## src/rtl/adc_seq_pkg.sv

```systemverilog
// Shared types and constants for the ADC sequencer responder: FSM states,
// CSR bit layout and the width of the response channel field.
package adc_seq_pkg;

  typedef enum logic [1:0] {
    ST_IDLE    = 2'd0,
    ST_CONVERT = 2'd1,
    ST_EMIT    = 2'd2
  } seq_state_e;

  localparam int   RUN_BIT      = 0;
  localparam int   MODE_BIT     = 1;
  localparam logic CSR_ADDR_SEQ = 1'b0;
  localparam int   CH_W         = 5;

endpackage

```

## src/rtl/adc_seq_responder_timer.sv

```systemverilog
// Conversion timer: loadable down-counter that stops at zero and flags it.
module adc_conv_timer #(
  parameter int CONV_CYCLES = 20
) (
  input  logic clk_i,
  input  logic rst_i,
  input  logic load_i,
  input  logic dec_i,
  output logic zero_o
);

  localparam int CW = $clog2(CONV_CYCLES + 1);
  localparam logic [CW-1:0] LOAD_VAL = CW'(CONV_CYCLES - 1);

  logic [CW-1:0] cnt_q, cnt_d;

  always_comb begin
    cnt_d = cnt_q;
    if (load_i) begin
      cnt_d = LOAD_VAL;
    end else if (dec_i && (cnt_q != '0)) begin
      cnt_d = cnt_q - 1'b1;
    end
  end

  always_ff @(posedge clk_i or posedge rst_i) begin
    if (rst_i) begin
      cnt_q <= '0;
    end else begin
      cnt_q <= cnt_d;
    end
  end

  assign zero_o = (cnt_q == '0);

endmodule

```

## src/rtl/adc_seq_responder.sv

```systemverilog
// Stand-in for the vendor ADC sequencer: CSR run/mode control, fixed-slot
// conversion sequence from sample_data, Avalon-ST-style response beats.
module adc_seq_responder
  import adc_seq_pkg::*;
#(
  parameter int NUM_SLOTS   = 4,
  parameter int CONV_CYCLES = 20,
  parameter int DATA_W      = 12,
  parameter int CH_BASE     = 1
) (
  input  logic              clk_in,
  input  logic              rst,
  input  logic              csr_address,
  input  logic              csr_read,
  input  logic              csr_write,
  input  logic [31:0]       csr_writedata,
  output logic [31:0]       csr_readdata,
  input  logic [DATA_W-1:0] sample_data,
  output logic              response_valid,
  output logic [CH_W-1:0]   response_channel,
  output logic [DATA_W-1:0] response_data,
  output logic              response_startofpacket,
  output logic              response_endofpacket,
  output logic [1:0]        dbg_state
);

  localparam int SW = (NUM_SLOTS > 1) ? $clog2(NUM_SLOTS) : 1;
  localparam logic [SW-1:0]   LAST_SLOT = SW'(NUM_SLOTS - 1);
  localparam logic [CH_W-1:0] CH_BASE_W = CH_W'(CH_BASE);

  seq_state_e  state_q;
  logic        run_q, run_d;
  logic        mode_q, mode_d;
  logic [SW-1:0] slot_q;
  logic [31:0] rd_word;
  logic        wr_seq, last_slot, auto_clr;
  logic        timer_load, timer_dec, timer_zero;
  logic        unused_wdata;

  assign unused_wdata = ^csr_writedata[31:2];
  assign wr_seq       = csr_write && (csr_address == CSR_ADDR_SEQ);
  assign last_slot    = (slot_q == LAST_SLOT);
  assign auto_clr     = (state_q == ST_EMIT) && run_q && last_slot && mode_q;
  assign timer_load   = (state_q != ST_CONVERT);
  assign timer_dec    = (state_q == ST_CONVERT);
  assign dbg_state    = state_q;

  // A CSR write in the EOP cycle overrides the single-sequence auto-clear.
  always_comb begin
    rd_word           = '0;
    rd_word[RUN_BIT]  = run_q;
    rd_word[MODE_BIT] = mode_q;
    run_d             = run_q;
    mode_d            = mode_q;
    if (auto_clr) run_d = 1'b0;
    if (wr_seq) begin
      run_d  = csr_writedata[RUN_BIT];
      mode_d = csr_writedata[MODE_BIT];
    end
  end

  adc_conv_timer #(.CONV_CYCLES(CONV_CYCLES)) u_timer (
    .clk_i  (clk_in),
    .rst_i  (rst),
    .load_i (timer_load),
    .dec_i  (timer_dec),
    .zero_o (timer_zero)
  );

  always_ff @(posedge clk_in or posedge rst) begin
    if (rst) begin
      state_q                <= ST_IDLE;
      run_q                  <= 1'b0;
      mode_q                 <= 1'b0;
      slot_q                 <= '0;
      csr_readdata           <= '0;
      response_valid         <= 1'b0;
      response_channel       <= '0;
      response_data          <= '0;
      response_startofpacket <= 1'b0;
      response_endofpacket   <= 1'b0;
    end else begin
      run_q  <= run_d;
      mode_q <= mode_d;
      if (csr_read) begin
        csr_readdata <= (csr_address == CSR_ADDR_SEQ) ? rd_word : '0;
      end
      response_valid         <= 1'b0;
      response_channel       <= '0;
      response_startofpacket <= 1'b0;
      response_endofpacket   <= 1'b0;
      case (state_q)
        ST_IDLE: begin
          if (run_q) begin
            state_q <= ST_CONVERT;
            slot_q  <= '0;
          end
        end
        ST_CONVERT: begin
          if (!run_q) begin
            state_q <= ST_IDLE;
            slot_q  <= '0;
          end else if (timer_zero) begin
            state_q                <= ST_EMIT;
            response_valid         <= 1'b1;
            response_channel       <= CH_BASE_W + CH_W'(slot_q);
            response_data          <= sample_data;
            response_startofpacket <= (slot_q == '0);
            response_endofpacket   <= last_slot;
          end
        end
        ST_EMIT: begin
          if (!run_q) begin
            state_q <= ST_IDLE;
            slot_q  <= '0;
          end else if (!last_slot) begin
            state_q <= ST_CONVERT;
            slot_q  <= slot_q + 1'b1;
          end else begin
            slot_q  <= '0;
            state_q <= run_d ? ST_CONVERT : ST_IDLE;
          end
        end
        default: begin
          state_q <= ST_IDLE;
          slot_q  <= '0;
        end
      endcase
    end
  end

endmodule

```

## config.mk

```make
export PLATFORM = sky130hd
export DESIGN_NAME = adc_seq_responder
export DESIGN_NICKNAME = d
export VERILOG_FILES = /design/src/rtl/adc_seq_pkg.sv /design/src/rtl/adc_seq_responder_timer.sv /design/src/rtl/adc_seq_responder.sv
export SDC_FILE = /design/constraint.sdc
export NUM_CORES = 1
export LEC_CHECK = 0
export CORE_ASPECT_RATIO = 2
export CORE_MARGIN = 5
export CORE_UTILIZATION = 30
export CTS_CLUSTER_SIZE = 14
export DETAILED_ROUTE_END_ITERATION = 10
export PLACE_DENSITY = 0.75
export SYNTH_ARGS = -nofsm -noshare
export SYNTH_HDL_FRONTEND = slang
export SYNTH_SLANG_ARGS = --single-unit
```

## constraint.sdc

```tcl
create_clock -name clk_in -period 5.6 [get_ports clk_in]
set_input_delay 0.84 -clock clk_in [delete_from_list [all_inputs] [get_ports clk_in]]
set_output_delay 0.84 -clock clk_in [all_outputs]
set_load 0.01 [all_outputs]
```

# After elaboration in Yosys (flattened, before gate mapping)
# Cells that the tools add are included.
# totals
input_bits,49
ff_bits,63
# classes
n_reduce_logical,13
add_sub_neg,3
n_eq_ne,7
bitwise_logic,1
n_mux,29
# ops
operator,n
two-way mux 2 bit,8
two-way mux 1 bit,14
case mux 2 bit (3 select lines),2
two-way mux 5 bit,2
two-way mux 3 bit,3
logical AND 1 bit,5
zero test 5 bit,1
nonzero test 5 bit,1
subtractor 5 x 1 -> 5 bit (second input constant),1
equality test 2 bit (second input constant),2
zero test 2 bit,2
!= test 2 bit (second input constant),2
AND reduction 2 bit,2
adder 1 x 2 -> 3 bit (first input constant),1
!= test 3 bit (second input constant),1
AND reduction 3 bit,1
adder 2 x 1 -> 2 bit (second input constant),1
equality test 2 x 1 -> 1 bit (second input constant),1
!= test 2 x 1 -> 1 bit (second input constant),1
nonzero test 2 bit,1
inverter 1 bit,1

# Logic depth before layout (Yosys ltp)
# Gate-level depths: netlist of the first run.
# depth
word_depth,10
depth_mapped,7

# Cells and area by module
# A second synthesis of the first run with hierarchy kept.
# hier_totals
hier_cells,138
area_unflattened_um2,1595.3
# modules_own_cells
mod,seq_area_each_um2,area_per_inst_um2,cells_per_inst,instances
adc_seq_responder,625.6,1310.0,111,1
adc_conv_timer,125.1,285.3,27,1

# Least setup slack after synthesis of the first run
# Ideal clock, no wire load.
# synth_path
path_kind,register to register
start,register u_timer.cnt_q[0]
end,register response_data[0]
path_buffers,2
required_time_ps,5475
stages_incl_launch_ff,8
setup_time_ps,125
slack_ps,3817
t_arrival_ps,1658
path_cell_list,dfrtp_1 -> inv_1 -> ha_1 -> nor4b_4 -> and3_1 -> buf_6 -> buf_12 -> mux2_4
# synth_between
elab_chain_cells,2
# synth_rtl
item,line_no,text
from (decl),adc_seq_responder_timer.sv:15,"logic [CW-1:0] cnt_q, cnt_d;"
from (signal assigned),adc_seq_responder_timer.sv:30,cnt_q <= cnt_d;
zero test 5 bit,adc_seq_responder_timer.sv:34,assign zero_o = (cnt_q == '0);
AND reduction 3 bit (no source line),--,
to (signal assigned),adc_seq_responder.sv:107,response_data <= sample_data;
to (decl),adc_seq_responder.sv:21,"output logic [DATA_W-1:0] response_data,"
# Every way passes these cells.
# A chain may end at the register's enable or synchronous reset.

# Worst setup path after layout of the first run
# layout_path
start,register u_timer.cnt_q[0]
end,register response_data[4]
# Same word-level chain as after synthesis.

==> impl_results.md, run 1 <==
* Setup WS post-layout at 3.272 ns
* Overall routing resource usage at a little under a tenth
* Top-count cell post-synth: buf_4
* Sw frac at approximately a quarter
* Crit path to: response_data[4]
* R2R setup slack at ~3.3 ns
* Final Hold Viols at 0
* Worst path arrival time at between 2 and 2.5 ns
* Worst Path Required at about 5.8 ns
* Fillers at 497
* Congestion Overflow GR at 0
* DRC at 0
* Die area at 6888 µm²
* Vias in the first global route at roughly 1100
* Starting DRT DRC Count at 6
* Root Buffer: clkbuf_8
* Final nets at 230
* Synth unique cells at 31
* Period utilization at approximately 42%
* Cell count after synthesis at around 140
* Post-synthesis sequential area ratio at 47.66%
* IO Pins at 103
* Period minus WS final at roughly 2.3 ns
* Final ANT Viol Nets at 0
* Final setup TNS at 0 ns
* Initial core utilization at 30.65%
* Num rows at 37
* Cts hold-fix bufs at 0
* Skew final at between 0.006 and 0.007 ns
* Post-synth EDFFs at 0
* Highest clock rate at ~430 MHz
* Reg power frac at between 50% and 60%
* GPL Wtd Cong at 0.7359
* Die H at around 110 µm
* Largest net degree at the start of global routing at 31
* Critical Path Source Type: flop
* Worst skew pair latency at roughly 0.28 ns
* Synthesized area at between 1500 and 2000 µm²
* Synth async-reset ratio at between 90% and 100%
* Slew HR at ~47%
* Num CTS Buffers at 5
* Mean cell area of the mapped netlist at approximately 12 µm²
* Initial antenna violation count at 0
* Area leader, netlist: dfrtp_1
* Detailed-route via count at 990
* Worst-Margin Slew at approximately 0.80 ns
* Max Cap Viol at 0
* Combinational power share at 14.0%
* Area share of the largest cell type after synthesis at 47.66%
* CTS tree: yes
* RSZ-0062 raised after global routing: false
* Synthesis-to-layout area growth at 24.07%
* Synthesis warning total at 0
* Worst vdd ir at approximately 160 µV
* CP max stage cell: and3_1
* Most common flop cell mapped by yosys: dfrtp_1
* CTS resizes at 0
* Launching point of the worst reg2reg path: u_timer.cnt_q[0]
* First-pass GRT wire length at between 4000 and 5000 µm
* R2R depth at 5
* Antenna diode count at 0
* Crit path launch: u_timer.cnt_q[0]
* Synth area leaders: dfrtp_1 48%, buf_4 16%, mux2_2 5.7%, mux2_4 4.8%, nand2_1 3.1%
* Via/cell ratio at ~4.2
* Per-cell routed wire length at roughly 12 µm
* Worst-path clk slew at roughly 0.06 ns
* Int Power at around 0.34 mW
* Pwr dens at approximately 230 nW/µm²
* Die width at around 61 µm
* Worst setup EP type: flop
* Clock buffer depth at 2
* Critical path peak fanout at 17
* Tightest Hold Check Type: reg -> reg
* Total power at ~0.46 mW
* Net Switching at between 0.1 and 0.15 mW
* CP Class: reg -> reg
* Status: finished clean
* Htree depth at 2
* Crit path cell chain: inv_1, ha_1, nor4b_4, and3_1, mux2_2
* Leakage at around 0.94 nW
* Core Footprint at a little over 5000 µm²
* Most frequent cells after synthesis: 34 x buf_4, 30 x dfrtp_1, 13 x nand2_1
* I/O Buffers at 40
* Clock Power Share at between 30% and 40%
* Pre-Repair DR Iteration Count at 4
* DP Wirelength at around 2300 µm
* DP Worst Slack at around 3.2 ns
* Reg-to-reg critical path endpoint: response_data[4]
* Register bit total from synthesis at 30
* Post-CTS Setup Inserts at 0
* Slew Limit Fails at 0
* Setup Viol. Count Final at 0
* Clock Sinks at 30
* WL final at 2871 µm
* Layout cells sized above 1 at between 10% and 20%
* Max incr delay on CP at about 0.76 ns
-- kinds of logic after synthesis --
group           Yosys count  share of synthesized area, %
other cells               1                        0.2381
fa+ha+maj                 3                         2.383
mux                      13                         10.48
flops                    30                         47.66
compound gates            8                         3.813
buf+inv                  46                         20.97
xor+xnor                  3                         1.668
simple gates             32                         12.79
-- registers in the layout, indices dropped and copies added, names as in the netlist --
register                cells
csr_readdata                2
dbg_state                   2
mode_q                      1
response_channel            3
response_data              12
response_startofpacket      1
response_valid              1
run_q                       1
slot_q                      2
u_timer.cnt_q               5
-- per-layer routing --
layer	track usage, %	routed length [µm]	vias to the layer above
li1	-	-	462
met1	7.880	883	478
met2	16.83	1667	42
met3	3.337	231	8
met4	5.210	89	0
met5	0	0	-
-- worst min path at each step --
stage                      start           endpoint  slack (ns)  cells after the start
2_1_floorplan             mode_q             mode_q        0.47                      2
3_3_place_gp   response_data[10]  response_data[10]        0.49                      1
3_5_place_dp    response_data[8]   response_data[8]        0.49                      1
4_1_cts                   mode_q             mode_q        0.51                      2
5_1_grt         response_data[2]   response_data[2]        0.53                      1
6_report        response_data[5]   response_data[5]        0.50                      1
-- power by group through the flow --
| stage | clock (mW) | sequential [mW] | combinational (mW) |
|---|---|---|---|
| floorplan | 0 | 0.238 | 0.0528 |
| detailed placement | 0 | 0.239 | 0.0645 |
| finish | 0.157 | 0.235 | 0.0640 |
| global route | 0.175 | 0.236 | 0.0721 |
| CTS | 0.165 | 0.235 | 0.0649 |
| global placement | 0 | 0.239 | 0.0627 |
-- worst max-delay path: cells and delay by family, from the launching register on --
| kind | cells | cell delay, ns |
|---|---|---|
| and+or+nand+nor | 2 | 1.13 |
| muxes | 1 | 0.42 |
| DFF | 1 | 0.37 |
| adders and majority gates | 1 | 0.21 |
| buffers and inverters | 1 | 0.09 |
-- layout make-up --
cell class / count / area [µm²] / share of cell area (%)
well taps: 58 / 72.57 / 3.713
multi-input cells: 91 / 610.6 / 31.24
clock buffers: 5 / 68.82 / 3.521
repair buffers: 41 / 407.9 / 20.87
inverters: 9 / 33.78 / 1.729
flip-flops and latches: 30 / 750.7 / 38.41
clock inverters: 2 / 10.01 / 0.5122
-- through the flow --
stage          utilization (%)  hold WS [ns]  instances  instance area (µm²)
3_3_place_gp             36.50        0.4901        229                 1876
6_report                 38.03        0.5045        236                 1954
4_1_cts                  38.03        0.5081        236                 1954
5_1_grt                  38.03        0.5268        236                 1954
2_1_floorplan                -        0.4670        167                 1692
3_5_place_dp             36.50        0.4912        229                 1876
-- placed cells by master (no fill, tap or decap), drive strengths merged, types with 2 or more instances in the layout --
cell	n
clkdlybuf4s50	40
conb	32
dfrtp	30
nand2	13
mux2	13
inv	9
clkbuf	5
and2	4
nand2b	3
nor3	3
ha	3
or3b	2
o22ai	2
xnor2	2
clkinv	2
nor2b	2
and3	2
(Power assumes the default switching activity.)
==> inputs of run 2 (changes only) <==
==> constraint.sdc (replaced) <==
create_clock -name clk_in -period 2.2 [get_ports clk_in]
set_input_delay 0.33 -clock clk_in [delete_from_list [all_inputs] [get_ports clk_in]]
set_output_delay 0.33 -clock clk_in [all_outputs]
set_load 0.01 [all_outputs]
==> run 2 against run 1 <==
Total power grew to 2.7 times the previous value. Flip-flop and latch count did not move. Non-clock buffer count grew 1. Global-route usage increased by 0.055 points. Cell count increased by 0.85%. Clock skew is 0.0031 ns higher. Largest power group unchanged.
==> impl_results.md, run 2 (same netlist as run 1, synthesis figures left out) <==
* DRC at 0 (unchanged)
* Combinational power share at 13.4% (was 14.0%)
* Net Switching at 0.3081 mW (was 0.1151 mW)
* Worst-path clk slew at 0.06 ns (about the same)
* RSZ-0062 raised after global routing: false (unchanged)
* Num CTS Buffers at 5 (unchanged)
* Die width at 61.24 µm (unchanged)
* WL final at 2939 µm (was 2871 µm)
* Cts hold-fix bufs at 0 (unchanged)
* Die H at 112.5 µm (unchanged)
* Tightest Hold Check Type: in -> async (was reg -> reg)
* R2R depth at 6 (was 5)
* Initial core utilization at 30.65% (unchanged)
* Final ANT Viol Nets at 0 (unchanged)
* Per-cell routed wire length at 12.35 µm (was 12.17 µm)
* Synthesis-to-layout area growth at 26.13% (was 24.07%)
* Top reg by flops: response_data (unchanged)
* Clock Power Share at 37.5% (was 34.5%)
* Initial antenna violation count at 0 (unchanged)
* WP buf/inv at 2 (was 1)
* Post-CTS Setup Inserts at 0 (unchanged)
* Biggest regs: response_data x12, u_timer.cnt_q x5, response_channel x3 (unchanged)
* Launching point of the worst reg2reg path: u_timer.cnt_q[0] (unchanged)
* Max Cap Viol at 0 (unchanged)
* Congestion Overflow GR at 0 (unchanged)
* CTS resizes at 0 (unchanged)
* Period utilization at 87.42% (was 41.58%)
* Setup Viol. Count Final at 0 (unchanged)
* Int Power at 0.9091 mW (was 0.3413 mW)
* Sw frac at 25.31% (was 25.22%)
* IO Pins at 103 (unchanged)
* Layout cells sized above 1 at 17.22% (was 16.85%)
* Crit path cell chain: inv_1, ha_1, nor4b_4, and3_1, buf_12, mux2_2 (was inv_1, ha_1, nor4b_4, and3_1, mux2_2)
* Max incr delay on CP at 0.37 ns (was 0.76 ns)
* Leakage at 0.9511 nW (was 0.9385 nW)
* Worst skew pair latency at 0.28 ns (about the same)
* Die area at 6888 µm² (unchanged)
* Worst Path Required at 2.36 ns (was 5.75 ns)
* First-pass GRT wire length at 4643 µm (was 4664 µm)
* Pre-Repair DR Iteration Count at 2 (was 4)
* Global-route track usage on met1 at 8.771% (was 7.880%)
* Fillers at 513 (was 497)
* Slew Limit Fails at 0 (unchanged)
* Num rows at 37 (unchanged)
* Met3 Usage GRT at 2.417% (was 3.337%)
* Number of flip-flops in the largest register at 12 (unchanged)
* Final nets at 231 (was 230)
* Detailed-route via count at 996 (was 990)
* Commonest cells after routing, fill and taps aside: 40 x clkdlybuf4s50_1, 32 x conb_1, 30 x dfrtp_1 (unchanged)
* CP max stage cell: dfrtp_1 (was and3_1)
* Core Footprint at 5139 µm² (unchanged)
* Delay-heaviest family, CP: simple AND/OR/NAND/NOR gates (unchanged)
* Hold Slack at 0.4225 ns (was 0.5045 ns)
* Antenna diode count at 0 (unchanged)
* Final setup TNS at 0 ns (unchanged)
* Status: finished clean (unchanged)
* GPL Wtd Cong at 0.7315 (was 0.7359)
* DP Wirelength at 2305 µm (was 2262 µm)
* Pwr dens at 612.6 nW/µm² (was 233.5 nW/µm²)
* Busiest grt layer: met2 (unchanged)
* Skew final at 0.009445 ns (was 0.006309 ns)
* Worst vdd ir at 415.7 µV (was 161.9 µV)
* Met2 GRT Util at 16.27% (was 16.83%)
* CTS tree: yes (unchanged)
* CP Class: reg -> reg (unchanged)
* I/O Buffers at 40 (unchanged)
* Period minus WS final at 1.923 ns (was 2.328 ns)
* Worst path arrival time at 2.09 ns (was 2.48 ns)
* Reg power frac at 49.1% (was 51.5%)
* Largest net degree at the start of global routing at 31 (unchanged)
* Root Buffer: clkbuf_8 (unchanged)
* Critical Path Source Type: flop (unchanged)
* Reg-to-reg critical path endpoint: response_data[5] (was response_data[4])
* Starting DRT DRC Count at 10 (was 6)
* Highest clock rate at 520.0 MHz (was 429.5 MHz)
* Clock Sinks at 30 (unchanged)
* Clock buffer depth at 2 (unchanged)
* Vias in the first global route at 1000 (was 1052)
* Critical path peak fanout at 17 (unchanged)
* Htree depth at 2 (unchanged)
* R2R setup slack at 0.28 ns (was 3.27 ns)
* Most common cell after layout, fill and taps aside: clkdlybuf4s50_1 (unchanged)
* Worst setup EP type: flop (unchanged)
* Via/cell ratio at 4.185 (was 4.195)
* Overall routing resource usage at 9.255% (was 9.200%)
* Final Hold Viols at 0 (unchanged)
[run 2: cell count changes in the layout (fill, tap and decap cells not counted)]
cell / delta
buf_12: +1
clkbuf_1: +1
clkbuf_8: +1
clkinv_2: -1
[run 2: worst max-delay path by stage]
| stage | start | slack (ns) | cells after the start | end |
|---|---|---|---|---|
| after CTS | u_timer.cnt_q[0] | 0.25 | 6 | response_data[5] |
| after detailed placement | u_timer.cnt_q[0] | 0.28 | 6 | response_data[5] |
| after global routing | u_timer.cnt_q[0] | 0.19 | 6 | response_data[7] |
| final | u_timer.cnt_q[0] | 0.28 | 6 | response_data[5] |
| after global placement | u_timer.cnt_q[0] | 0.31 | 6 | response_data[1] |
| after floorplan | u_timer.cnt_q[0] | 0.42 | 7 | response_data[0] |
[run 2: through the flow]
step / power (mW) / util, % / cells / worst slack [ns] / cell area [µm²]
global placement: 0.7665 / 36.89 / 230 / 0.3079 / 1896
global route: 1.275 / 38.67 / 238 / 0.1906 / 1987
finish: 1.217 / 38.67 / 238 / 0.2769 / 1987
CTS: 1.235 / 38.67 / 238 / 0.2505 / 1987
floorplan: 0.7394 / - / 167 / 0.4171 / 1692
detailed placement: 0.7713 / 36.89 / 230 / 0.2835 / 1896
[run 2: tightest hold or removal path: stages]
cell             delay [ns]
clkdlybuf4s50_1        0.40
inv_1                  0.05
buf_4                  0.34
[run 2: cell type report]
cell class / instances / area (µm²) / share of cell area [%]
Clock buffer: 7 / 86.33 / 4.345
Inverter: 9 / 33.78 / 1.700
Multi-Input combinational cell: 91 / 610.6 / 30.73
Sequential cell: 30 / 750.7 / 37.78
Clock inverter: 1 / 5.005 / 0.2519
Timing Repair Buffer: 42 / 427.9 / 21.54
Tap cell: 58 / 72.57 / 3.652
[run 2: power by group through the flow]
stage	Combinational [mW]	Sequential (mW)	Clock, mW
after floorplan	0.134	0.605	0
after global placement	0.160	0.607	0
final	0.163	0.598	0.457
after global routing	0.181	0.601	0.493
after detailed placement	0.164	0.608	0
after CTS	0.164	0.598	0.473
[run 2: routing by layer]
metal,vias up,wire [µm]
met2,40,1702
met5,-,0
met1,487,918
met4,0,89
li1,463,-
met3,6,229
==> inputs of run 3 (changes only) <==
--- a/config.mk
+++ b/config.mk
@@ -5,7 +5,7 @@
 export SDC_FILE = /design/constraint.sdc
 export NUM_CORES = 1
 export LEC_CHECK = 0
-export CORE_ASPECT_RATIO = 2
+export CORE_ASPECT_RATIO = 0.7
 export CORE_MARGIN = 5
 export CORE_UTILIZATION = 30
 export CTS_CLUSTER_SIZE = 14
==> run 3 against run 2 <==
Flip-flop and latch count unchanged. Die area shrank 0.94%. Hold slack better by 0.028 ns. Sequential share of layout area down 0.40 points. Routed wire length rose by 3.2%. Critical path depth unchanged. Via count fell by 2.1%. Core utilization is 0.14 points higher.
==> impl_results.md, run 3 (same netlist as run 1, synthesis figures left out) <==
* Status: finished clean (unchanged)
* Crit path cell chain: inv_1, ha_1, nor4b_4, and3_1, buf_12, mux2_2 (unchanged)
* CP Class: reg -> reg (unchanged)
* Vias in the first global route at 952 (was 1000)
* CTS resizes at 0 (unchanged)
* First-pass GRT wire length at 4823 µm (was 4643 µm)
* Setup WS post-layout at 0.2485 ns (was 0.2769 ns)
* I/O Buffers at 40 (unchanged)
* Clock Sinks at 30 (unchanged)
* Pwr dens at 608.9 nW/µm² (was 612.6 nW/µm²)
* CTS tree: yes (unchanged)
* Fin util at 38.81% (was 38.67%)
* Largest net degree at the start of global routing at 31 (unchanged)
* RSZ-0062 raised after global routing: false (unchanged)
* Worst setup EP type: flop (unchanged)
* Num rows at 22 (was 37)
* Worst path arrival time at 2.12 ns (was 2.09 ns)
* Critical path peak fanout at 17 (unchanged)
* Clock buffer depth at 2 (unchanged)
* Starting DRT DRC Count at 19 (was 10)
* DRC at 0 (unchanged)
* WP buf/inv at 2 (unchanged)
* Num CTS Buffers at 5 (unchanged)
* Crit path launch: u_timer.cnt_q[0] (unchanged)
* Synthesis-to-layout area growth at 27.48% (was 26.13%)
* Final Hold Viols at 0 (unchanged)
* Skew final at 0.004388 ns (was 0.009445 ns)
* Commonest cells after routing, fill and taps aside: 40 x clkdlybuf4s50_1, 32 x conb_1, 30 x dfrtp_1 (unchanged)
* Reg power frac at 48.8% (was 49.1%)
* Tightest Hold Check Type: in -> async (unchanged)
* Initial antenna violation count at 0 (unchanged)
* Worst Path Required at 2.36 ns (about the same)
* Max incr delay on CP at 0.38 ns (was 0.37 ns)
* Root Buffer: clkbuf_8 (unchanged)
* DP Wirelength at 2289 µm (was 2305 µm)
* Biggest regs: response_data x12, u_timer.cnt_q x5, response_channel x3 (unchanged)
* Number of flip-flops in the largest register at 12 (unchanged)
* Overall routing resource usage at 9.020% (was 9.255%)
* Critical Path Source Type: flop (unchanged)
* Int Power at 0.9080 mW (was 0.9091 mW)
* IO Pins at 103 (unchanged)
* Antenna diode count at 0 (unchanged)
* Cts hold-fix bufs at 0 (unchanged)
* Layout cells sized above 1 at 17.78% (was 17.22%)
* Launching point of the worst reg2reg path: u_timer.cnt_q[0] (unchanged)
* DP Worst Slack at 0.2594 ns (was 0.2835 ns)
* Max Cap Viol at 0 (unchanged)
* GPL Wtd Cong at 0.7087 (was 0.7315)
* Net Switching at 0.3148 mW (was 0.3081 mW)
* Per-cell routed wire length at 12.03 µm (was 12.35 µm)
* CP max stage cell: dfrtp_1 (unchanged)
* Initial core utilization at 30.44% (was 30.65%)
* Delay-heaviest family, CP: simple AND/OR/NAND/NOR gates (unchanged)
* Top reg by flops: response_data (unchanged)
* Sw frac at 25.74% (was 25.31%)
* Period utilization at 88.70% (was 87.42%)
* Core Footprint at 5175 µm² (was 5139 µm²)
* Crit path depth at 6 (unchanged)
* WL final at 3032 µm (was 2939 µm)
* Worst-path clk slew at 0.07 ns (was 0.06 ns)
* Most common cell after layout, fill and taps aside: clkdlybuf4s50_1 (unchanged)
* Setup Viol. Count Final at 0 (unchanged)
* Clock Power Share at 37.7% (was 37.5%)
* Leakage at 0.9501 nW (was 0.9511 nW)
* Highest clock rate at 512.4 MHz (was 520.0 MHz)
* Detailed-route via count at 975 (was 996)
* Final std cells w/o fill at 252 (was 238)
* Post-CTS Setup Inserts at 0 (unchanged)
* Htree depth at 2 (unchanged)
* Crit path to: response_data[2] (was response_data[5])
* Combinational power share at 13.5% (was 13.4%)
* R2R setup slack at 0.25 ns (was 0.28 ns)
* Final setup TNS at 0 ns (unchanged)
* Worst skew pair latency at 0.28 ns (about the same)
* Die width at 96.61 µm (was 61.24 µm)
* R2R depth at 6 (unchanged)
* Worst vdd ir at 193.9 µV (was 415.7 µV)
* Period minus WS final at 1.952 ns (was 1.923 ns)
* Die area at 6823 µm² (was 6888 µm²)
* Congestion Overflow GR at 0 (unchanged)
* Pre-Repair DR Iteration Count at 4 (was 2)
* Slew Limit Fails at 0 (unchanged)
* Final ANT Viol Nets at 0 (unchanged)
* Reg-to-reg critical path endpoint: response_data[2] (was response_data[5])
* Placed Cells incl. Taps at 244 (was 230)
* Via/cell ratio at 3.869 (was 4.185)
* Final nets at 231 (unchanged)
* Die H at 70.63 µm (was 112.5 µm)
[run 3: cell types whose count changed in the layout (fill, tap and decap cells not counted)]
cell	delta
clkbuf_1	-1
clkinvlp_4	+1
[run 3: metal layers]
layer | global-route usage (%) | vias up | share of wire, %
met5 | 0 | - | 0
met4 | 5.607 | 0 | 2.1
met3 | 3.448 | 8 | 6.7
met2 | 12.84 | 45 | 46
met1 | 11.53 | 454 | 46
li1 | - | 468 | -
[run 3: final cells by class]
cell class	count	area (µm²)
inverters	9	33.78
multi-input cells	91	610.6
clock inverters	2	12.51
fillers	535	3167
repair buffers	42	427.9
flip-flops and latches	30	750.7
clock buffers	6	82.58
well taps	72	90.09
[run 3: worst min path at each step]
stage	slack (ns)	end	depth (start not counted)
floorplan	0.42	csr_readdata[0]	1
global placement	0.49	response_data[4]	1
detailed placement	0.50	response_data[4]	1
CTS	0.45	response_data[9]	3
global route	0.47	response_data[8]	3
finish	0.45	response_data[9]	3
[run 3: through the flow]
step                      hold slack [ns]  area [µm²]  total power [mW]
final                              0.4506        2008             1.223
after CTS                          0.4521        2008             1.249
after global placement             0.4882        1913            0.7648
after detailed placement           0.4952        1913            0.7718
after global routing               0.4749        2008             1.295
after floorplan                    0.4191        1692            0.7394
[run 3: power groups by stage]
stage          sequential [mW]  combinational [mW]  clock [mW]
3_5_place_dp             0.608               0.164           0
4_1_cts                  0.597               0.165       0.487
2_1_floorplan            0.605               0.134           0
5_1_grt                  0.600               0.182       0.513
6_report                 0.597               0.165       0.461
3_3_place_gp             0.606               0.159           0
[run 3: worst register-to-register path: stages, from the launching register on]
cell	delay [ns]
dfrtp_1	0.38
inv_1	0.09
ha_1	0.22
nor4b_4	0.36
and3_1	0.27
buf_12	0.17
mux2_2	0.35
